--- src/rtl/pc_jump.sv ---
`default_nettype none
// ============================================================================
//  Module   : pc_jump (with gate library pc_nand2, pc_not, pc_and2, pc_or2,
//             or16way)
//  Purpose  : Program-counter stage. Reduces the ALU result to zr/ng, evaluates
//             the C-instruction jump bits, then loads the jump target or
//             increments. A taken jump to the current PC is the canonical halt
//             loop. It freezes the PC until reset.
//  Revision : 1.0 - initial release
// ============================================================================

// ----------------------------------------------------------------------------
// Base gate: 2-input NAND. Every other gate below is built from it.
// ----------------------------------------------------------------------------
module pc_nand2 (
    input  logic a,
    input  logic b,
    output logic y
);
    assign y = ~(a & b);
endmodule

// ----------------------------------------------------------------------------
// Inverter: a NAND with both inputs tied together.
// ----------------------------------------------------------------------------
module pc_not (
    input  logic a,
    output logic y
);
    pc_nand2 u_nand (.a(a), .b(a), .y(y));
endmodule

// ----------------------------------------------------------------------------
// 2-input AND: a NAND followed by an inverter.
// ----------------------------------------------------------------------------
module pc_and2 (
    input  logic a,
    input  logic b,
    output logic y
);
    logic nand_y;

    pc_nand2 u_nand (.a(a), .b(b), .y(nand_y));
    pc_not   u_inv  (.a(nand_y), .y(y));
endmodule

// ----------------------------------------------------------------------------
// 2-input OR: a NAND of the inverted inputs (De Morgan).
// ----------------------------------------------------------------------------
module pc_or2 (
    input  logic a,
    input  logic b,
    output logic y
);
    logic a_n;
    logic b_n;

    pc_not   u_inv_a (.a(a), .y(a_n));
    pc_not   u_inv_b (.a(b), .y(b_n));
    pc_nand2 u_nand  (.a(a_n), .b(b_n), .y(y));
endmodule

// ----------------------------------------------------------------------------
// 16-way OR. A balanced tree of OR2 gates, four levels deep.
// ----------------------------------------------------------------------------
module or16way (
    input  logic [15:0] in,
    output logic        out
);
    logic [7:0] lvl1;
    logic [3:0] lvl2;
    logic [1:0] lvl3;

    generate
        for (genvar i = 0; i < 8; i++) begin : g_lvl1
            pc_or2 u_or (.a(in[2*i]), .b(in[2*i+1]), .y(lvl1[i]));
        end
        for (genvar i = 0; i < 4; i++) begin : g_lvl2
            pc_or2 u_or (.a(lvl1[2*i]), .b(lvl1[2*i+1]), .y(lvl2[i]));
        end
        for (genvar i = 0; i < 2; i++) begin : g_lvl3
            pc_or2 u_or (.a(lvl2[2*i]), .b(lvl2[2*i+1]), .y(lvl3[i]));
        end
    endgenerate

    pc_or2 u_or_root (.a(lvl3[0]), .b(lvl3[1]), .y(out));
endmodule

// ----------------------------------------------------------------------------
// Program counter with conditional jump and halt-loop detection.
// ----------------------------------------------------------------------------
module pc_jump #(
    parameter int WIDTH = 16
) (
    input  logic             clk,
    input  logic             reset,
    input  logic [WIDTH-1:0] aluout,
    input  logic [WIDTH-1:0] jaddr,
    input  logic [2:0]       j,
    input  logic             cinst,
    input  logic             hold,
    output logic [WIDTH-1:0] out,
    output logic             zr,
    output logic             ng,
    output logic             jumped,
    output logic             halted
);
    // The zero reduction is built from 16-bit slices so that any WIDTH works.
    // Unused upper bits of the last slice are padded with zeros.
    localparam int NCHUNK = (WIDTH + 15) / 16;

    localparam logic [0:0] ST_RUN  = 1'b0;
    localparam logic [0:0] ST_HALT = 1'b1;

    logic [0:0]          state;
    logic [NCHUNK*16-1:0] alu_padded;
    logic [NCHUNK-1:0]   chunk_any;
    logic                alu_any;
    logic                ng_n;
    logic                ps;
    logic                hit_lt;
    logic                hit_eq;
    logic                hit_gt;
    logic                hit_le;
    logic                hit_any;
    logic                take;
    logic                self_jump;

    // Zero-extend the ALU result to a whole number of 16-bit slices.
    always_comb begin
        alu_padded             = '0;
        alu_padded[WIDTH-1:0]  = aluout;
    end

    generate
        for (genvar c = 0; c < NCHUNK; c++) begin : g_zero_slice
            or16way u_or16 (
                .in  (alu_padded[c*16 +: 16]),
                .out (chunk_any[c])
            );
        end
    endgenerate

    // With the default WIDTH this is a single bit. Wider words merge the slices.
    assign alu_any = |chunk_any;

    // Flags: zr is the inverted OR-reduction and ng is the sign bit.
    // ps means strictly positive (non-zero and non-negative).
    pc_not  u_zr_inv (.a(alu_any), .y(zr));
    assign ng = aluout[WIDTH-1];
    pc_not  u_ng_inv (.a(ng), .y(ng_n));
    pc_and2 u_ps     (.a(alu_any), .b(ng_n), .y(ps));

    // Jump condition: j[2]=lt, j[1]=eq, j[0]=gt. The result is gated by cinst.
    pc_and2 u_hit_lt (.a(j[2]), .b(ng), .y(hit_lt));
    pc_and2 u_hit_eq (.a(j[1]), .b(zr), .y(hit_eq));
    pc_and2 u_hit_gt (.a(j[0]), .b(ps), .y(hit_gt));
    pc_or2  u_hit_le (.a(hit_lt), .b(hit_eq), .y(hit_le));
    pc_or2  u_hit    (.a(hit_le), .b(hit_gt), .y(hit_any));
    pc_and2 u_take   (.a(cinst), .b(hit_any), .y(take));

    // A taken jump whose target is the current PC is the idle loop.
    assign self_jump = (jaddr == out);

    // PC register and state machine. Reset is asynchronous and has the highest priority.
    always_ff @(posedge clk or posedge reset) begin
        if (reset) begin
            state  <= ST_RUN;
            out    <= '0;
            jumped <= 1'b0;
            halted <= 1'b0;
        end else begin
            case (state)
                ST_RUN: begin
                    if (hold) begin
                        // Stall: every register keeps its value, including jumped.
                        state <= ST_RUN;
                    end else if (take && self_jump) begin
                        state  <= ST_HALT;
                        jumped <= 1'b1;
                        halted <= 1'b1;
                    end else if (take) begin
                        out    <= jaddr;
                        jumped <= 1'b1;
                    end else begin
                        out    <= out + WIDTH'(1);
                        jumped <= 1'b0;
                    end
                end
                ST_HALT: begin
                    // Terminal state. Only reset leaves it.
                    jumped <= 1'b0;
                    halted <= 1'b1;
                end
                default: begin
                    state  <= ST_RUN;
                    jumped <= 1'b0;
                    halted <= 1'b0;
                end
            endcase
        end
    end
endmodule

`default_nettype wire

--- config.mk ---
export PLATFORM = sky130hd
export DESIGN_NAME = pc_jump
export DESIGN_NICKNAME = d
export VERILOG_FILES = /design/src/rtl/pc_jump.sv
export SDC_FILE = /design/constraint.sdc
export NUM_CORES = 1
export LEC_CHECK = 0
export ABC_AREA = 1
export BUFFER_PORTS_ARGS = -buffer_cell sky130_fd_sc_hd__buf_4
export CORE_MARGIN = 1
export CORE_UTILIZATION = 45
export CTS_CLUSTER_DIAMETER = 150
export DETAILED_ROUTE_END_ITERATION = 12
export GPL_TIMING_DRIVEN = 0
export HOLD_SLACK_MARGIN = 0.1
export PLACE_DENSITY = 0.76
export SLEW_MARGIN = 10
export SYNTH_ARGS = -nofsm -noshare
export SYNTH_HDL_FRONTEND = slang
export SYNTH_SLANG_ARGS = --single-unit
--- constraint.sdc ---
create_clock -name clk -period 3.35 [get_ports clk]
set_input_delay 0.5025 -clock clk [delete_from_list [all_inputs] [get_ports clk]]
set_output_delay 0.5025 -clock clk [all_outputs]
set_load 0.005 [all_outputs]
Word level (Yosys, flattened, before mapping)
Index checks and enable logic that the tools add are counted.

word-level totals
  flip-flop bits (word level) = 19
  bits in latches = 0
  bits in writable memories = 0
  ROM bits = 0
  bits of input ports = 39
  output and inout port bits = 20
  memories kept = 0

operators by class
  $add $sub $neg = 1
  multiply operators = 0
  div/mod/pow operators = 0
  order comparisons = 0
  equality and inequality tests = 3
  shifts and indexed selects = 0
  mux-type cells = 11
  bitwise operators = 46
  reductions and logical operators = 3

operators with widths
  operator               number
  $not 1->1              24
  $and 1x1->1            22
  $add 16x1->16 const B  1
  $eq 16x16->1           1
  $mux 16                1
  $mux 1                 8
  $ne 2x2->1 const B     2
  $pmux 1 s2             2
  $reduce_and 3->1       1
  $reduce_and 2->1       1
  $logic_and 1x1->1      1

Logic depth before layout (Yosys ltp)
Gate-level depths: netlist of run 1.

  word-level depth = 16
  gate-level depth with buffers = 14
  gate-level depth less buffers = 13

By module
From an unflattened synthesis of run 1, not the netlist that was laid out.

unflattened totals
  cell total of the unflattened synthesis = 337
  area total of the unflattened synthesis = 1,865.5 sq um

modules (own cells, without submodules)
  module    times used  cells each  area an instance (sq um)  sequential area each (sq um)
  pc_jump   1           274         1,629.1                   475.5
  pc_nand2  63          1           3.8                       0.0

Worst setup path before layout of run 1
No wires, ideal clock.

  kind = input to register
  start = input port aluout[7]
  end = register out[8]
  library setup time = 115 ps
  arrival time = 1,540 ps
  setup slack = 1,695 ps
  stages on the path = 11
  cells stage by stage = nor2_1 > nand2_1 > nor2_1 > nand3_1 > nand3_4 > nand2_4 > nor2_4 > nor2_8 > buf_12 > nand2_2 > nand2_2

between the ends
  longest elaborated chain between the ends = 15

ends and longest elaborated chain
  what                           RTL line  RTL
  start, declared                97        input logic [WIDTH-1:0] aluout,
  $not 1->1 (*)                  20        assign y = ~(a & b);
  $and 1x1->1 (*) (4 in series)  20
  $not 1->1                      20
  $and 1x1->1 (2 in series)      20
  $not 1->1                      20
  $and 1x1->1 (*)                20
  $not 1->1 (*)                  20
  $and 1x1->1 (*)                20
  $logic_and 1x1->1              178       end else if (take && self_jump) begin
  $not 1->1 (no line)            -
  $reduce_and 3->1 (no line)     -
  end signal, assigned           183       out <= jaddr;
  end signal, assigned           186       out <= out + WIDTH'(1);
  end, declared                  102       output logic [WIDTH-1:0] out,

Every way passes the cells marked *; elsewhere a longest branch is shown, timed or not.
A chain may end at the register's enable or synchronous reset.

Final worst setup path of run 1
  start = register out[0]
  end = register out[14]

between the ends
  longest elaborated chain between the ends = 4

ends and longest elaborated chain
  what
  parallel branches: the longest is 4 deep, another holds $add 16x1->16

Several ways; the timed one is not identified.

==> results.yml, run 1 <==
yosys:
  avgSynthCellArea_um2: 6.40
  synth.distinct_cells: 25
  yosysTopAreaCell: "dfrtp_1"
  synth_area_leaders: "dfrtp_1, nand2_1, nand2_2"
  ys_ff_latch: 19
  syn_inst: 277
  yosysWarnings: 0
  syn-num-nets: 317
  synth_top_area_frac: 0.268
  ys_seq_area_frac: 0.268
  netlist_area_um2: 1770
sta:
  setup_tns_ns: 0
  hold_ws_ns: 0.365
  max_freq_mhz: 570
  maxSlewViolCount: 0
  finClkSkew_ns: 0.00354
  tightest_slew_ns: 0.736
  hold_violations: 0
  postLayoutSetupSlackWorst_ns: 1.60
  fin_crit_ns: 1.75
  fin_crit_sh: 0.524
  max-slew-margin-rel: 0.509
  rsz0062_at_grt: "false"
  setup_violations: 0
floorplanning:
  start_util: 0.477
  dieArea_um2: 4200
  rows: 22
  coreArea_um2: 3720
  ios: 59
  die_w_um: 64.8
  die_h_um: 64.8
critical_path:
  cp-end-kind: "flop"
  cp_max_fo: 6
  critical_path_required_ns: 3.51
  setup.worst_path.start_class: "flop"
  crit_type: "flop to flop"
  r2r_setup_slack_ns: 1.60
  arrival_ns: 1.92
power:
  ir_drop_uv: 217
  leakagePower_nw: 1.24
  p_per_area_nw_per_um2: 234
  power_mw: 0.540
cells_and_area:
  fill_cells: 382
  regArea_um2: 475
  final_common_cell: "nand2_1"
  diodes: 0
  multi_input_area_um2: 1130
  nets: 379
  drive_gt1_frac: 0.272
  area_growth_pct: 30.1
  layout_common_cells: "nand2_1, buf_4, inv_1"
  fin_cells: 386
placement:
  io_buffers: 57
  dp_hpwl_mm: 3.23
  dpl_worst_slack_ns: 1.41
  place.gp.congestion: 0.857
  dpl.cell_count: 382
detailed_routing:
  antenna_left: 0
  dr.pass1.iters: 4
  totalWireLength_mm: 4.19
  via_per_inst: 4.72
  drt_iter0_drc: 78
  dr_total_vias: 1821
  wire_per_inst_um: 10.9
  drc: 0
min_path:
  hold_class: "input port to asynchronous set/reset pin"
cts:
  numCtsBuffers: 3
  root_buffer: "clkbuf_8"
  clock_sinks: 19
  cts-hold-fix-buffers: 0
  post_cts_resized: 0
  clock_latency_ns: 0.26
  cts_tree: "built"
  post_cts_buffers: 0
  h-tree-depth: 1
  clk_pin_slew_ns: 0.08
  cts_max_path_buffers: 2
global_routing:
  grt_first_pass_wirelength_mm: 7.52
  grt_util_all_layers: 0.225
  grt.overflow.total: 0
  grt_pass1_vias: 1763
  grt_max_degree: 20
  antenna_found_initial: 0
flow_run:
  maxCapViolations: 0
status:
  status: "completed"
==> routing by layer <==
metal | wire length [um] | vias up | track usage
met3 | 185 | 4 | 0.0335
met1 | 1990 | 807 | 0.302
met5 | 0 | - | 0
met2 | 1990 | 45 | 0.368
met4 | 34 | 0 | 0.0667
li1 | - | 965 | -
==> worst max-delay path: stages, from the launching register on <==
cell	delay, ns
dfrtp_1	0.46
ha_1	0.22
nand2_1	0.08
nor3b_1	0.37
nand3_1	0.15
xor2_1	0.16
nand2_1	0.06
nand2_1	0.06
nand2_2	0.07
nand2_2	0.04
==> state kept, by name, summed over array words and instances (netlist names) <==
signal,cells
halted,1
state,1
jumped,1
out,16
==> layout make-up <==
cell class | instances | share of cell area
timing repair buffer | 57 | 0.186
clock buffer | 4 | 0.0195
tap | 48 | 0.0260
multi-input combinational | 222 | 0.488
sequential | 19 | 0.206
buffer | 7 | 0.0271
inverter | 29 | 0.0472
==> stage by stage <==
| step | instance area [um^2] | utilization |
|---|---|---|
| after floorplan | 1770 | - |
| after global placement | 2260 | 0.608 |
| after detailed placement | 2260 | 0.608 |
| after CTS | 2310 | 0.621 |
| after global routing | 2310 | 0.621 |
| final | 2310 | 0.621 |
==> synth_stat cells, drive strengths merged <==
cell type / count
a21oi: 1
buf: 6
clkbuf: 1
dfrtp: 19
ha: 1
inv: 29
nand2: 129
nand3: 25
nand3b: 2
nand4: 2
nor2: 30
nor3: 4
nor3b: 1
o21ai: 1
xnor2: 14
xor2: 12
==> power breakdown <==
part           internal (mW)  total (mW)  leakage [nW]  switching (mW)
Clock                 0.0848       0.169        0.0228          0.0839
Sequential             0.234       0.244         0.252         0.00966
Combinational         0.0652       0.127         0.964          0.0623
==> cell families (layout without fill, tap and decap cells) <==
kind of cell	after synthesis	in the layout	share of synthesized area
AOI/OAI and AO/OA	2	2	0.00564
xor gates and xnor gates	26	26	0.128
adders and majority gates	1	1	0.00706
buffers and inverters	36	97	0.0967
DFF	19	19	0.268
and+or+nand+nor	193	193	0.494
==> worst paths after layout <==
kind / endpoint / cells after the start / startpoint
max in group asynchronous: out[4] / 2 / reset
min in group clk: halted / 1 / halted
worst min register to register: halted / 1 / halted
worst max register to register: out[14] / 9 / out[0]
worst min-delay path: halted / 2 / reset
worst max-delay path: out[14] / 9 / out[0]
Power figures use the tool's default switching activity.
==> run 2: changes to the inputs <==
--- a/config.mk
+++ b/config.mk
@@ -5,7 +5,7 @@
 export SDC_FILE = /design/constraint.sdc
 export NUM_CORES = 1
 export LEC_CHECK = 0
-export ABC_AREA = 1
+export ABC_AREA = 0
 export BUFFER_PORTS_ARGS = -buffer_cell sky130_fd_sc_hd__buf_4
 export CORE_MARGIN = 1
 export CORE_UTILIZATION = 45
@@ -13,7 +13,7 @@
 export DETAILED_ROUTE_END_ITERATION = 12
 export GPL_TIMING_DRIVEN = 0
 export HOLD_SLACK_MARGIN = 0.1
-export PLACE_DENSITY = 0.76
+export PLACE_DENSITY = 0.81
 export SLEW_MARGIN = 10
 export SYNTH_ARGS = -nofsm -noshare
 export SYNTH_HDL_FRONTEND = slang
==> constraint.sdc (replaced) <==
create_clock -name clk -period 1.8 [get_ports clk]
set_input_delay 0.27 -clock clk [delete_from_list [all_inputs] [get_ports clk]]
set_output_delay 0.27 -clock clk [all_outputs]
set_load 0.005 [all_outputs]
==> run 2 against run 1 <==
Setup slack got worse by 1.7 ns. The run now ends with setup timing left. Non-clock buffer count increased by 22. Area after synthesis decreased by 25%. Synthesized cell count decreased by 47%. First-iteration DRC count increased by 29%. Critical endpoint is now out[9].
==> results.yml, run 2 <==
status:
  status: "complete, but fails checks"
  violations: "setup timing"
floorplanning:
  coreArea_um2: 2780
  start_util: 0.477
  rows: 19
  die_w_um: 56.3
  ios: 59
  dieArea_um2: 3170
  die_h_um: 56.3
yosys:
  synth_area_leaders: "dfrtp_1, xnor2_1, a211oi_1"
  ys_ff_latch: 19
  synthAdderAreaFrac: 0.00943
  yosysWarnings: 0
  synth_top_area_frac: 0.358
  synthTopCellsByCount: "dfrtp_1, nor2_1, xnor2_1, nor3_1, a211oi_1"
  syn_inst: 148
  syn-num-nets: 188
  synth_edf_count: 0
  synth_flop_cell: "dfrtp_1"
  yosysTopAreaCell: "dfrtp_1"
  yosys.area_share.simple: 0.324
  netlist_area_um2: 1330
  avgSynthCellArea_um2: 8.96
  synth-compound-area-share: 0.145
  synth.distinct_cells: 38
  synth_xor_area_frac: 0.106
  synth_mux_area_frac: 0.0189
  ys_seq_area_frac: 0.358
  synth-async-reset-ratio: 1.00
  synth_top_family_by_area: "simple AND/OR/NAND/NOR gates"
cts:
  clock_latency_ns: 0.33
  cts_tree: "built"
  h-tree-depth: 1
  numCtsBuffers: 3
  root_buffer: "clkbuf_4"
  clock_sinks: 19
  clk_pin_slew_ns: 0.12
  cts_max_path_buffers: 2
placement:
  dpl_worst_slack_ns: -0.417
  dp_hpwl_mm: 2.78
  dpl.cell_count: 237
  io_buffers: 58
  placed_area_um2: 1820
  place.gp.congestion: 0.824
global_routing:
  grt.overflow.total: 0
  grt_pass1_vias: 1505
  grt_first_pass_wirelength_mm: 6.84
  grt_max_degree: 20
  antenna_found_initial: 0
  grt_util_all_layers: 0.280
sta:
  postLayoutSetupSlackWorst_ns: -0.0983
  rsz0062_at_grt: "true"
  fin_crit_ns: 1.90
  maxSlewViolCount: 0
  tightest_slew_ns: 0.756
  finClkSkew_ns: 0.00874
  hold_violations: 0
  fin_crit_sh: 1.05
  max-slew-margin-rel: 0.496
  max_freq_mhz: 527
  setup_violations: 15
  setup_tns_ns: -0.940
min_path:
  min_to: "out[9]"
  hold_class: "input port to flop"
  hold_depth: 3
  hold_start: "jaddr[9]"
critical_path:
  r2r_end: "out[9]"
  crit_type: "flop to flop"
  cp-end-kind: "flop"
  reg2reg_depth: 8
  r2r_setup_slack_ns: -0.1
  arrival_ns: 2.10
  worstReg2RegStart: "out[8]"
  critical_path_required_ns: 2.00
  setup.worst_path.start_class: "flop"
  cp_max_fo: 6
cells_and_area:
  final_area_um2: 2230
  fill_cells: 176
  final_common_cell: "buf_4"
  area_growth_pct: 67.9
  fin_util: 0.801
  nets: 272
  fin_cells: 262
  largest_reg_flops: 16
  top_register: "out"
  diodes: 0
  layout_common_cells: "buf_4, xnor2_1, nor2_1, dfrtp_1"
  drive_gt1_frac: 0.580
detailed_routing:
  drt_iter0_drc: 101
  drc: 0
  totalWireLength_mm: 4.52
  wire_per_inst_um: 17.2
  antenna_left: 0
  via_per_inst: 5.96
  dr_total_vias: 1562
  dr.pass1.iters: 4
power:
  p_per_area_nw_per_um2: 901
  ir_drop_uv: 906
  leakagePower_nw: 0.959
flow_run:
  maxCapViolations: 0
==> run 2: final cells by class <==
type                    count  area (um^2)  area share
flip-flops and latches     19          482       0.216
clock inverters             1         5.00     0.00225
well taps                  31         38.8      0.0174
multi-input cells         120         1000       0.451
inverters                   2         7.51     0.00337
plain buffers               5         46.3      0.0208
repair buffers             81          622       0.279
clock buffers               3         22.5      0.0101
==> run 2: power breakdown <==
part	switching, mW	internal, mW	total (mW)
registers	0.148	0.546	0.694
clock network	0.162	0.0834	0.246
logic	0.464	0.602	1.07
total	0.775	1.23	2.01
==> run 2: logic make-up (layout without fill, tap and decap cells) <==
family	Yosys count	after routing
AOI/OAI and AO/OA	28	28
xor gates and xnor gates	16	16
adders and majority gates	1	1
buffers and inverters	9	92
DFF	19	19
muxes	2	2
and+or+nand+nor	73	73
==> run 2: critical path, cell delays in order (launching register included) <==
cell	delay, ns
dfrtp_2	0.48
xnor2_2	0.18
nand4_1	0.17
nor4_4	0.32
buf_4	0.17
nor3_4	0.05
buf_6	0.13
a311oi_2	0.22
a221oi_2	0.06
==> run 2: how the worst max path moves through the flow <==
stage / start / endpoint / slack, ns / cells after the start
2_1_floorplan: aluout[3] / out[5] / -0.11 / 7
3_3_place_gp: aluout[4] / out[5] / -0.37 / 8
3_5_place_dp: aluout[4] / out[5] / -0.42 / 8
4_1_cts: out[12] / out[8] / -0.04 / 7
5_1_grt: out[3] / out[4] / -0.25 / 8
6_report: out[8] / out[9] / -0.1 / 8
==> run 2: per-stage QoR <==
step	total power [mW]	hold slack [ns]
6_report	2.01	0.207
5_1_grt	2.11	0.209
4_1_cts	1.81	0.210
3_5_place_dp	1.45	0.450
3_3_place_gp	1.42	0.437
2_1_floorplan	1.10	0.221
==> run 2: timing repair <==
action / CTS / global route
endpoints found under the setup margin: 17 / 18
gates resized for setup: 27 / 22
hold buffers: 1 / 0
endpoints found under the hold margin: 11 / 0
gates cloned: 2 / 0
pin swaps: 17 / 10
setup buffers: 11 / 9
==> run 2: per-layer routing <==
| layer | GRT usage | part of all wire |
|---|---|---|
| met5 | 0 | 0 |
| met4 | 0.150 | 0.031 |
| met3 | 0.0392 | 0.070 |
| met2 | 0.481 | 0.51 |
| met1 | 0.339 | 0.39 |
==> run 3: changes to the inputs <==
--- a/config.mk
+++ b/config.mk
@@ -14,6 +14,7 @@
 export GPL_TIMING_DRIVEN = 0
 export HOLD_SLACK_MARGIN = 0.1
 export PLACE_DENSITY = 0.81
+export REMOVE_ABC_BUFFERS = 1
 export SLEW_MARGIN = 10
 export SYNTH_ARGS = -nofsm -noshare
 export SYNTH_HDL_FRONTEND = slang
==> run 3 against run 2 <==
The run still ends with setup timing left. Sequential share of layout area is essentially flat. Final cell count grew 1.1%. Register-to-register slack lost 0.096 ns.
==> results.yml, run 3 (synthesis gave the netlist of run 2 again) <==
critical_path:
  cp-end-kind: "flop"
  crit_type: "flop to flop"
  crit_family: "simple AND/OR/NAND/NOR gates"
  path_common_cell: "buf_6"
  cp_slowest_cell: "dfrtp_1"
  cpPeakStageDelay_ns: 0.42
  cp_cell_sequence: "xnor2_1, nand4_1, nor4_4, buf_4, nor3_4, buf_6, buf_6, a211oi_2, nor3_1"
  setup.worst_path.start_class: "flop"
  arrival_ns: 2.20
  cp_max_fo: 7
  critPathBufInv: 3
  critical_path_required_ns: 2.00
cts:
  cts_tree: "built"
  clk_pin_slew_ns: 0.12
  h-tree-depth: 1
  clock_latency_ns: 0.31
  clock_sinks: 19
  cts_max_path_buffers: 2
  numCtsBuffers: 3
  root_buffer: "clkbuf_4"
  cts-hold-fix-buffers: 0
floorplanning:
  ios: 59
  dieArea_um2: 3170
  die_w_um: 56.3
  start_util: 0.477
  coreArea_um2: 2780
  rows: 19
  die_h_um: 56.3
status:
  violations: "setup timing"
  status: "complete, but fails checks"
global_routing:
  grt_util_all_layers: 0.262
  grt_first_pass_wirelength_mm: 6.48
  grt-busiest-layer: "met2"
  antenna_found_initial: 0
  grt_max_degree: 20
  gr-usage-met1: 0.380
  grt_use_met2: 0.423
  grt.overflow.total: 0
  grt.met3_usage: 0.0253
  grt_pass1_vias: 1396
cells_and_area:
  nets: 275
  final_common_cell: "buf_4"
  layout_common_cells: "buf_4, nor2_1, dfrtp_1"
  area_growth_pct: 69.4
  drive_gt1_frac: 0.590
  diodes: 0
  largest_reg_flops: 16
  final_area_um2: 2250
  top_register: "out"
placement:
  dp_hpwl_mm: 2.76
  place.gp.congestion: 0.825
  io_buffers: 58
  placed_area_um2: 1760
sta:
  fin_crit_sh: 1.11
  max-slew-margin-rel: 0.508
  setup_tns_ns: -1.94
  rsz0062_at_grt: "true"
  maxSlewViolCount: 0
  setup_violations: 18
  tightest_slew_ns: 0.737
  fin_crit_ns: 1.99
  max_freq_mhz: 501
  finClkSkew_ns: 0.00705
  postLayoutSetupSlackWorst_ns: -0.195
  hold_violations: 0
detailed_routing:
  drc: 0
  dr_total_vias: 1660
  antenna_left: 0
  wire_per_inst_um: 20.4
  via_per_inst: 6.26
  dr.pass1.iters: 4
  drt_iter0_drc: 129
  totalWireLength_mm: 5.40
power:
  leakagePower_nw: 0.999
  p_per_area_nw_per_um2: 921
  ir_drop_uv: 849
flow_run:
  maxCapViolations: 0
min_path:
  hold_class: "input port to asynchronous set/reset pin"
==> run 3: final timing paths <==
kind | from | to | slack (ns) | depth (start not counted)
max | out[2] | out[12] | -0.19 | 9
min | reset | out[6] | 0.07 | 2
max reg2reg | out[2] | out[12] | -0.19 | 9
min reg2reg | halted | halted | 0.48 | 1
max in group asynchronous | reset | out[0] | 1.21 | 2
min in group clk | jaddr[6] | out[6] | 0.25 | 3
==> run 3: per-stage QoR <==
stage                      util  instances  hold slack (ns)  setup WS (ns)  total power [mW]
after floorplan               -        141            0.221         -0.310              1.08
after global placement    0.632        230            0.443         -0.731              1.40
after detailed placement  0.632        230            0.443         -0.796              1.43
after CTS                 0.730        252            0.101        -0.0835              1.82
after global routing      0.808        265            0.150         -0.244              2.15
final                     0.808        265           0.0749         -0.195              2.07
==> run 3: cell type report <==
cell class,count,area (um^2)
Fill cell,161,534
Timing Repair Buffer,88,692
Multi-Input combinational cell,121,997
Inverter,2,7.51
Tap cell,31,38.8
Sequential cell,19,485
Clock buffer,4,26.3
==> run 3: power by group <==
group,leakage [nW],switching [mW],internal [mW]
registers,0.211,0.151,0.549
clock network,0.0150,0.143,0.0866
logic,0.772,0.520,0.619
==> run 3: worst register-to-register path: cells and delay by family (launching register included) <==
| family | cells | cell delay [ns] |
|---|---|---|
| compound gates | 1 | 0.18 |
| flops | 1 | 0.42 |
| buf+inv | 3 | 0.45 |
| xor+xnor | 1 | 0.22 |
| simple gates | 4 | 0.64 |
==> run 3: timing repair <==
item	4_1_cts	5_1_grt
setup buffers	18	12
cloned	0	1
pin swaps	9	14
resized for setup	24	27
setup endpoints to repair	18	16
==> run 3: routing by layer <==
| metal | vias to the layer above | wire length, um |
|---|---|---|
| met3 | 30 | 430 |
| met5 | - | 0 |
| met1 | 784 | 2140 |
| li1 | 728 | - |
| met4 | 0 | 283 |
| met2 | 118 | 2550 |
